### src/rtl/multi_link_message_handler_if.sv
// Handshake bundle for multi_link_message_handler: GT rx/tx, link
// border streams, control streams and status; slave = hub, master = env.
interface multi_link_message_handler_if #(
  parameter int NUM_LINKS    = 2,
  parameter int GT_FIFO_SIZE = 64
);
  logic [GT_FIFO_SIZE-1:0]           in_data;
  logic                              in_valid;
  logic                              in_ready;
  logic [GT_FIFO_SIZE-1:0]           out_data;
  logic                              out_valid;
  logic                              out_ready;
  logic [NUM_LINKS*GT_FIFO_SIZE-1:0] link_in_data;
  logic [NUM_LINKS-1:0]              link_in_valid;
  logic [NUM_LINKS-1:0]              link_in_ready;
  logic [NUM_LINKS*GT_FIFO_SIZE-1:0] link_out_data;
  logic [NUM_LINKS-1:0]              link_out_valid;
  logic [NUM_LINKS-1:0]              link_out_ready;
  logic [8*NUM_LINKS-1:0]            link_dest_id;
  logic [GT_FIFO_SIZE-1:0]           control_to_handler_data;
  logic                              control_to_handler_valid;
  logic                              control_to_handler_ready;
  logic [GT_FIFO_SIZE-1:0]           handler_to_control_data;
  logic                              handler_to_control_valid;
  logic                              handler_to_control_ready;
  logic                              router_busy;
  logic                              route_error;
`ifdef MSG_HANDLER_STATS_EN
  logic [16*NUM_LINKS-1:0]           tx_count;
  logic [16*NUM_LINKS-1:0]           rx_count;
  logic [15:0]                       drop_count;
`endif

  modport slave (
    input  in_data, in_valid,
    output in_ready,
    output out_data, out_valid,
    input  out_ready,
    input  link_in_data, link_in_valid,
    output link_in_ready,
    output link_out_data, link_out_valid,
    input  link_out_ready,
    input  link_dest_id,
    input  control_to_handler_data, control_to_handler_valid,
    output control_to_handler_ready,
    output handler_to_control_data, handler_to_control_valid,
    input  handler_to_control_ready,
    output router_busy, route_error
`ifdef MSG_HANDLER_STATS_EN
    , output tx_count, rx_count, drop_count
`endif
  );

  modport master (
    output in_data, in_valid,
    input  in_ready,
    input  out_data, out_valid,
    output out_ready,
    output link_in_data, link_in_valid,
    input  link_in_ready,
    input  link_out_data, link_out_valid,
    output link_out_ready,
    output link_dest_id,
    output control_to_handler_data, control_to_handler_valid,
    input  control_to_handler_ready,
    input  handler_to_control_data, handler_to_control_valid,
    output handler_to_control_ready,
    input  router_busy, route_error
`ifdef MSG_HANDLER_STATS_EN
    , input tx_count, rx_count, drop_count
`endif
  );
endinterface

### src/rtl/multi_link_message_handler.sv
// Per-FPGA message hub: RR egress of links+control to GT, tag/dir ingress dispatch.
// Ports: clk, reset (async active-low), bus (slave modport of the _if).
// Option MSG_HANDLER_STATS_EN adds tx_count/rx_count/drop_count on bus.
module multi_link_message_handler #(
  parameter int         NUM_LINKS    = 2,
  parameter int         GT_FIFO_SIZE = 64,
  parameter int         FIFO_TAG_MSB = 55,
  parameter int         FIFO_TAG_LSB = 48,
  parameter int         DIR_LSB      = 56,
  parameter logic [7:0] CTRL_TAG     = 8'hFF
) (
  input logic                         clk,
  input logic                         reset,
  multi_link_message_handler_if.slave bus
);
  localparam int NR    = NUM_LINKS + 1;
  localparam int PW    = $clog2(NR);
  localparam int DIR_W = (NUM_LINKS > 1) ? $clog2(NUM_LINKS) : 1;
  localparam int GT    = GT_FIFO_SIZE;

  // Readies stay low until the first edge after reset release.
  logic r_run;

  logic [NUM_LINKS-1:0][GT-1:0] w_li_data;
  assign w_li_data = bus.link_in_data;

  // ---------------- egress ----------------
  logic [NR-1:0] w_req;
  logic          w_found;
  logic          w_eg_load;
  logic          w_eg_fire;
  logic [PW-1:0] w_gnt;
  logic [PW-1:0] w_rr_nxt;
  logic [PW-1:0] r_rr;
  logic [GT-1:0] w_eg_word;
  logic          r_out_valid;
  logic [GT-1:0] r_out_data;

  assign w_req = r_run ?
    {bus.control_to_handler_valid, bus.link_in_valid} : '0;
  assign w_eg_load = !r_out_valid || bus.out_ready;
  assign w_eg_fire = w_eg_load && w_found;

  // Scan downwards so the nearest requester at/after r_rr wins.
  always_comb begin
    logic [PW-1:0] v_idx;
    v_idx   = '0;
    w_found = 1'b0;
    w_gnt   = '0;
    for (int k = NR - 1; k >= 0; k--) begin
      v_idx = PW'((int'(r_rr) + k) % NR);
      if (w_req[v_idx]) begin
        w_found = 1'b1;
        w_gnt   = v_idx;
      end
    end
  end

  assign w_rr_nxt = (int'(w_gnt) == NR - 1) ? '0 : w_gnt + 1'b1;

  // Link words: dest id into [63:56], then link index into DIR field.
  always_comb begin
    w_eg_word = bus.control_to_handler_data;
    for (int i = 0; i < NUM_LINKS; i++) begin
      if (w_gnt == PW'(i)) begin
        w_eg_word = w_li_data[i];
        w_eg_word[63:56] = bus.link_dest_id[i*8 +: 8];
        w_eg_word[DIR_LSB +: DIR_W] = DIR_W'(i);
      end
    end
  end

  always_comb begin
    bus.link_in_ready = '0;
    for (int i = 0; i < NUM_LINKS; i++)
      bus.link_in_ready[i] = w_eg_fire && (w_gnt == PW'(i));
  end
  assign bus.control_to_handler_ready =
    w_eg_fire && (w_gnt == PW'(NUM_LINKS));

  always_ff @(posedge clk or negedge reset) begin
    if (!reset) begin
      r_run       <= 1'b0;
      r_rr        <= '0;
      r_out_valid <= 1'b0;
      r_out_data  <= '0;
    end else begin
      r_run <= 1'b1;
      if (w_eg_load) begin
        r_out_valid <= w_found;
        if (w_found) begin
          r_out_data <= w_eg_word;
          r_rr       <= w_rr_nxt;
        end
      end
    end
  end

  assign bus.out_valid = r_out_valid;
  assign bus.out_data  = r_out_data;

  // ---------------- ingress ----------------
  logic [7:0]                   w_tag;
  logic [DIR_W-1:0]             w_dir;
  logic                         w_is_ctrl;
  logic [NUM_LINKS-1:0]         w_lo_sel;
  logic [NUM_LINKS-1:0]         w_lo_free;
  logic                         w_hc_free;
  logic                         w_in_ready;
  logic                         w_in_fire;
  logic                         w_drop;
  logic [NUM_LINKS-1:0]         r_lo_valid;
  logic [NUM_LINKS-1:0][GT-1:0] r_lo_data;
  logic                         r_hc_valid;
  logic [GT-1:0]                r_hc_data;
  logic                         r_route_err;

  assign w_tag     = bus.in_data[FIFO_TAG_MSB:FIFO_TAG_LSB];
  assign w_dir     = bus.in_data[DIR_LSB +: DIR_W];
  assign w_is_ctrl = (w_tag == CTRL_TAG);
  assign w_hc_free = !r_hc_valid || bus.handler_to_control_ready;

  always_comb begin
    w_lo_sel  = '0;
    w_lo_free = '0;
    for (int i = 0; i < NUM_LINKS; i++) begin
      w_lo_sel[i]  = !w_is_ctrl && (w_dir == DIR_W'(i));
      w_lo_free[i] = !r_lo_valid[i] || bus.link_out_ready[i];
    end
  end

  // Words matching no link are dropped, so always accepted.
  assign w_in_ready = r_run && (w_is_ctrl ? w_hc_free :
                      (|w_lo_sel) ? |(w_lo_sel & w_lo_free) : 1'b1);
  assign w_in_fire  = bus.in_valid && w_in_ready;
  assign w_drop     = w_in_fire && !w_is_ctrl && !(|w_lo_sel);
  assign bus.in_ready = w_in_ready;

  always_ff @(posedge clk or negedge reset) begin
    if (!reset) begin
      r_lo_valid  <= '0;
      r_lo_data   <= '0;
      r_hc_valid  <= 1'b0;
      r_hc_data   <= '0;
      r_route_err <= 1'b0;
    end else begin
      for (int i = 0; i < NUM_LINKS; i++) begin
        if (w_in_fire && w_lo_sel[i]) begin
          r_lo_valid[i] <= 1'b1;
          r_lo_data[i]  <= bus.in_data;
        end else if (bus.link_out_ready[i]) begin
          r_lo_valid[i] <= 1'b0;
        end
      end
      if (w_in_fire && w_is_ctrl) begin
        r_hc_valid <= 1'b1;
        r_hc_data  <= bus.in_data;
      end else if (bus.handler_to_control_ready) begin
        r_hc_valid <= 1'b0;
      end
      if (w_drop)
        r_route_err <= 1'b1;
    end
  end

  assign bus.link_out_valid           = r_lo_valid;
  assign bus.link_out_data            = r_lo_data;
  assign bus.handler_to_control_valid = r_hc_valid;
  assign bus.handler_to_control_data  = r_hc_data;
  assign bus.route_error              = r_route_err;
  assign bus.router_busy = (|bus.link_in_valid) || r_out_valid ||
                           (|r_lo_valid) || r_hc_valid;

`ifdef MSG_HANDLER_STATS_EN
  logic [NUM_LINKS-1:0][15:0] r_tx_cnt;
  logic [NUM_LINKS-1:0][15:0] r_rx_cnt;
  logic [15:0]                r_drop_cnt;

  always_ff @(posedge clk or negedge reset) begin
    if (!reset) begin
      r_tx_cnt   <= '0;
      r_rx_cnt   <= '0;
      r_drop_cnt <= '0;
    end else begin
      for (int i = 0; i < NUM_LINKS; i++) begin
        if (w_eg_fire && (w_gnt == PW'(i)) && (r_tx_cnt[i] != 16'hFFFF))
          r_tx_cnt[i] <= r_tx_cnt[i] + 16'd1;
        if (w_in_fire && w_lo_sel[i] && (r_rx_cnt[i] != 16'hFFFF))
          r_rx_cnt[i] <= r_rx_cnt[i] + 16'd1;
      end
      if (w_drop && (r_drop_cnt != 16'hFFFF))
        r_drop_cnt <= r_drop_cnt + 16'd1;
    end
  end

  assign bus.tx_count   = r_tx_cnt;
  assign bus.rx_count   = r_rx_cnt;
  assign bus.drop_count = r_drop_cnt;
`endif
endmodule

### src/flat_wrapper.sv
// flat-port wrapper written by rule: the top's interface ports become plain ports
module multi_link_message_handler_flat 
#(
  parameter int         NUM_LINKS    = 2,
  parameter int         GT_FIFO_SIZE = 64,
  parameter int         FIFO_TAG_MSB = 55,
  parameter int         FIFO_TAG_LSB = 48,
  parameter int         DIR_LSB      = 56,
  parameter logic [7:0] CTRL_TAG     = 8'hFF
)
  (clk, reset, bus_in_data, bus_in_valid, bus_in_ready, bus_out_data, bus_out_valid, bus_out_ready, bus_link_in_data, bus_link_in_valid, bus_link_in_ready, bus_link_out_data, bus_link_out_valid, bus_link_out_ready, bus_link_dest_id, bus_control_to_handler_data, bus_control_to_handler_valid, bus_control_to_handler_ready, bus_handler_to_control_data, bus_handler_to_control_valid, bus_handler_to_control_ready, bus_router_busy, bus_route_error);
  multi_link_message_handler_if #(.NUM_LINKS(NUM_LINKS), .GT_FIFO_SIZE(GT_FIFO_SIZE)) bus_i ();
  input logic clk;
  input logic reset;
  input wire logic [$bits(bus_i.in_data)-1:0] bus_in_data;
  input wire logic [$bits(bus_i.in_valid)-1:0] bus_in_valid;
  output wire logic [$bits(bus_i.in_ready)-1:0] bus_in_ready;
  output wire logic [$bits(bus_i.out_data)-1:0] bus_out_data;
  output wire logic [$bits(bus_i.out_valid)-1:0] bus_out_valid;
  input wire logic [$bits(bus_i.out_ready)-1:0] bus_out_ready;
  input wire logic [$bits(bus_i.link_in_data)-1:0] bus_link_in_data;
  input wire logic [$bits(bus_i.link_in_valid)-1:0] bus_link_in_valid;
  output wire logic [$bits(bus_i.link_in_ready)-1:0] bus_link_in_ready;
  output wire logic [$bits(bus_i.link_out_data)-1:0] bus_link_out_data;
  output wire logic [$bits(bus_i.link_out_valid)-1:0] bus_link_out_valid;
  input wire logic [$bits(bus_i.link_out_ready)-1:0] bus_link_out_ready;
  input wire logic [$bits(bus_i.link_dest_id)-1:0] bus_link_dest_id;
  input wire logic [$bits(bus_i.control_to_handler_data)-1:0] bus_control_to_handler_data;
  input wire logic [$bits(bus_i.control_to_handler_valid)-1:0] bus_control_to_handler_valid;
  output wire logic [$bits(bus_i.control_to_handler_ready)-1:0] bus_control_to_handler_ready;
  output wire logic [$bits(bus_i.handler_to_control_data)-1:0] bus_handler_to_control_data;
  output wire logic [$bits(bus_i.handler_to_control_valid)-1:0] bus_handler_to_control_valid;
  input wire logic [$bits(bus_i.handler_to_control_ready)-1:0] bus_handler_to_control_ready;
  output wire logic [$bits(bus_i.router_busy)-1:0] bus_router_busy;
  output wire logic [$bits(bus_i.route_error)-1:0] bus_route_error;
  assign bus_i.in_data = bus_in_data;
  assign bus_i.in_valid = bus_in_valid;
  assign bus_in_ready = bus_i.in_ready;
  assign bus_out_data = bus_i.out_data;
  assign bus_out_valid = bus_i.out_valid;
  assign bus_i.out_ready = bus_out_ready;
  assign bus_i.link_in_data = bus_link_in_data;
  assign bus_i.link_in_valid = bus_link_in_valid;
  assign bus_link_in_ready = bus_i.link_in_ready;
  assign bus_link_out_data = bus_i.link_out_data;
  assign bus_link_out_valid = bus_i.link_out_valid;
  assign bus_i.link_out_ready = bus_link_out_ready;
  assign bus_i.link_dest_id = bus_link_dest_id;
  assign bus_i.control_to_handler_data = bus_control_to_handler_data;
  assign bus_i.control_to_handler_valid = bus_control_to_handler_valid;
  assign bus_control_to_handler_ready = bus_i.control_to_handler_ready;
  assign bus_handler_to_control_data = bus_i.handler_to_control_data;
  assign bus_handler_to_control_valid = bus_i.handler_to_control_valid;
  assign bus_i.handler_to_control_ready = bus_handler_to_control_ready;
  assign bus_router_busy = bus_i.router_busy;
  assign bus_route_error = bus_i.route_error;
  multi_link_message_handler #(.NUM_LINKS(NUM_LINKS), .GT_FIFO_SIZE(GT_FIFO_SIZE), .FIFO_TAG_MSB(FIFO_TAG_MSB), .FIFO_TAG_LSB(FIFO_TAG_LSB), .DIR_LSB(DIR_LSB), .CTRL_TAG(CTRL_TAG)) u_core (.clk(clk), .reset(reset), .bus(bus_i));
endmodule
### config.mk
export PLATFORM = sky130hd
export DESIGN_NAME = multi_link_message_handler_flat
export DESIGN_NICKNAME = d
export VERILOG_FILES = /design/src/rtl/multi_link_message_handler_if.sv /design/src/rtl/multi_link_message_handler.sv /design/src/flat_wrapper.sv
export SDC_FILE = /design/constraint.sdc
export NUM_CORES = 1
export LEC_CHECK = 0
export BUFFER_PORTS_ARGS = -buffer_cell sky130_fd_sc_hd__buf_2
export CAP_MARGIN = 20
export CORE_AREA = 2 2 212 214
export CTS_CLUSTER_DIAMETER = 200
export DETAILED_ROUTE_END_ITERATION = 8
export DIE_AREA = 0 0 214 216
export HOLD_SLACK_MARGIN = 0.05
export PLACE_DENSITY = 0.51
export SLEW_MARGIN = 20
export SYNTH_ARGS = -nofsm -noshare
export SYNTH_HDL_FRONTEND = slang
export SYNTH_SLANG_ARGS = --single-unit
### constraint.sdc
create_clock -name clk -period 2.6 [get_ports clk]
set_input_delay 0.52 -clock clk [delete_from_list [all_inputs] [get_ports clk]]
set_output_delay 0.52 -clock clk [all_outputs]
set_load 0.1 [all_outputs]
==> results by group <==
Status
  • Status: finished with violations
  • Failing checks: setup timing

CTS
  • Total clock buffers created by CTS: 30
  • H-Tree Depth: 1
  • Clk Latency, worst-skew pair: 0.56 ns
  • CTS Sinks: 264
  • Clk pin slew, worst setup/hold paths: about 0.060 ns
  • CTS root buffer: clkbuf_16
  • CTS tree: done
  • Max Root-Sink Buffers: 3

Worst setup path
  • Startpoint types: flop
  • R2R depth: 10
  • Setup crit end kind: primary output
  • Register-to-register setup slack: between 0.15 and 0.2 ns
  • Crit Path Max Fanout: 5
  • Critical path required time: 2.08 ns
  • CP Data Arrival Time: between 2 and 2.5 ns
  • R2R Path Start: u_core.r_rr[0]
  • R2r endpoint: u_core.bus.out_data[40]
  • Worst setup path class: flop to primary output

Floorplan
  • Row cnt: 77
  • Die area: 46200 sq um
  • Die extent in x: about 210 um
  • Die Height: about 220 um
  • Initial Util: 25.2%
  • # IOs: 548
  • Core area: 43800 sq um

Drt
  • WL met2: slightly below 20000 um
  • DR WL/cell: between 20 and 25 um
  • Antenna Violating Nets Remaining: 0
  • Routed metal-1 wire length: 16000 um
  • Routed vias: 8832
  • Routed met3 length: between 3000 and 4000 um
  • DRC Markers: 0
  • Routed vias/inst: 4.47
  • Total Routed Length: ~40000 um
  • Detailed router's first-iteration violation count: 397
  • DRT Pass-1 Iters: 4
  • Highest metal used: met5

Job
  • Max-Cap Viols: 0

Timing
  • Setup-failing EPs final: 3
  • Clock period minus worst slack: 2.90 ns
  • Fin Hold WS: 0.170 ns
  • Final slew viol count: 0
  • Fin Setup TNS: -0.867 ns
  • Unrepaired setup endpoints after global routing: true
  • Max Fclk: 345 MHz
  • Worst slew pin tran: 0.613 ns
  • Rel. slew slack: 59.4%
  • Hold Vio Cnt, Final: 0
  • Final worst path period share: 112%
  • Worst Slack Setup Final: -0.301 ns
  • Setup Skew: 0.0108 ns

GRT
  • Total GRT Usage: 16.9%
  • First-pass GRT wire length: 60000 um
  • Total grt overflow: 0
  • Number of global-route vias before repair: 9451
  • Largest net degree at the start of global routing: 68
  • Initial antenna violation count: 3

Finish
  • Design Area, Final: 15800 sq um
  • Area of the multi-input gates: 4230 sq um
  • Register area: 6610 sq um
  • Layout cells sized above 1: 56.9%
  • Fill count: 4453
  • Fin cells: 1974
  • Area Growth Syn to Fin: 42.6%
  • Fin nets: 1644
  • Diode count: 0

Logic synthesis
  • EDFF count, synth: 0
  • Register area share after synthesis: 59.8%
  • Synth warnings: 0
  • Most common flop cell mapped by yosys: dfrtp_1
  • Synth Instances: 827
  • Syn nets: 1111
  • Synth Cell Area: 11100 sq um
  • Netlist cell types: 38
  • Post-synth ARST share: 100%
  • FF+latch count, synth: 264
  • Synth Area per Inst: 13.4 sq um

Power
  • Total power: 0.0213 W
  • PD cells: 1350 nW/um^2
  • Flop pwr share: 26.1%
  • Switch share: between 50% and 60%
  • Combinational power share: between 50% and 60%
  • Clk pwr share: 21.1%
  • Leakage: 8.27 nW
  • Int Pwr: 0.00976 W
  • Psw: 0.0115 W
  • VDD IR max: 0.000903 V

Place
  • Placed insts: 1913
  • Placed Area: 14600 sq um
  • Port buffer count: roughly 530
  • GPL Wtd Cong: 0.959
  • Hpwl dp: between 20000 and 30000 um

Worst hold path
  • Hold EP: u_core.bus.link_out_valid[0]
  • Hold WC Path Type: input pin to flop
  • Hold path startpoint: bus_link_out_ready[0]
  • Hold Path Cell Cnt: 2
placed cells by master (no fill, tap or decap), drive strengths merged, types with 37 or more instances in the layout:
cell type,count
nand3,66
dfrtp,264
o211ai,63
mux2i,63
buf,557
mux2,183
nand2,73
clkbuf,37
worst max path at each step:
stage / startpoint / to / slack, ns / depth (start not counted)
2_1_floorplan: u_core.r_rr[1] / bus_control_to_handler_ready / -0.08 / 9
3_3_place_gp: u_core.r_rr[1] / bus_link_in_ready[0] / 0.05 / 7
3_5_place_dp: u_core.r_rr[1] / bus_link_in_ready[0] / 0.05 / 7
4_1_cts: u_core.r_rr[1] / bus_link_in_ready[1] / -0.38 / 7
5_1_grt: u_core.r_rr[1] / bus_link_in_ready[1] / -0.43 / 7
6_report: u_core.r_rr[0] / bus_link_in_ready[0] / -0.30 / 7
per-layer routing:
metal / up-vias / track usage, %
met2: 375 / 29.0
met1: 4385 / 20.2
met3: 51 / 5.07
met5: - / 0
met4: 2 / 5.22
li1: 4019 / -
what timing repair did:
action	4_1_cts	5_1_grt
pin swaps	6	6
setup buffers	5	1
gates resized for setup	9	4
hold buffers	1	0
setup endpoints to repair	4	23
endpoints found under the hold margin	48	0
cells in the mapped netlist (all sizes together) (2+ instances only):
| library cell | number | area, sq um |
|---|---|---|
| and2 | 3 | 18.8 |
| nand2b | 4 | 25.0 |
| o211ai | 63 | 473 |
| nand4 | 3 | 18.8 |
| nand2 | 73 | 274 |
| and3 | 3 | 18.8 |
| dfrtp | 264 | 6610 |
| clkbuf | 17 | 63.8 |
| or2 | 8 | 50.1 |
| mux2i | 63 | 631 |
| a21oi | 2 | 13.8 |
| a21o | 2 | 15.0 |
| maj3 | 2 | 21.3 |
| inv | 7 | 26.3 |
| mux2 | 183 | 2060 |
| buf | 40 | 238 |
| nor2 | 8 | 32.5 |
| o21ai | 3 | 15.0 |
| nand3 | 66 | 330 |
| ha | 2 | 25.0 |
kinds of logic after synthesis:
group                      after synthesis  share of synthesized area (%)
other                                    1                         0.0339
buffers and inverters                   64                           2.97
muxes                                  246                           24.4
adders and majority gates                4                          0.419
AOI/OAI and AO/OA                       76                           5.22
and+or+nand+nor                        172                           7.19
DFF                                    264                           59.8
per-stage QoR:
step / utilization [%] / setup WS [ns]
floorplan: - / -0.0752
global placement: 33.3 / 0.0461
detailed placement: 33.3 / 0.0545
CTS: 35.9 / -0.376
global route: 35.9 / -0.431
finish: 35.9 / -0.301
critical path: stages, from the launching register on:
cell	delay (ns)
dfrtp_1	0.40
buf_6	0.13
ha_4	0.17
mux2_4	0.31
a221oi_4	0.33
nand2_4	0.10
and3_4	0.20
buf_12	0.16
state kept, by name, indices dropped and copies added, names as in the netlist:
signal / count
u_core.bus.handler_to_control_valid: 1
u_core.bus.route_error: 1
u_core.bus.out_valid: 1
u_core.bus.link_out_data: 128
u_core.r_run: 1
u_core.bus.out_data: 64
u_core.r_rr: 2
u_core.bus.link_out_valid: 2
u_core.bus.handler_to_control_data: 64
area by class of cell:
class | instances | share of cell area [%]
multi-input cells | 499 | 26.9
repair buffers | 558 | 19.7
clock buffers | 37 | 5.19
flip-flops and latches | 264 | 41.9
well taps | 592 | 4.70
clock inverters | 17 | 1.41
inverters | 7 | 0.167
power groups by stage:
| stage | sequential [W] | combinational [W] | clock, W |
|---|---|---|---|
| after floorplan | 0.0124 | 0.00202 | 0 |
| final | 0.00557 | 0.0112 | 0.00450 |
| after global placement | 0.00558 | 0.0111 | 0 |
| after CTS | 0.00557 | 0.0113 | 0.00465 |
| after detailed placement | 0.00563 | 0.0111 | 0 |
| after global routing | 0.00568 | 0.0116 | 0.00483 |
Note: power is estimated with default switching activity, not from simulation.
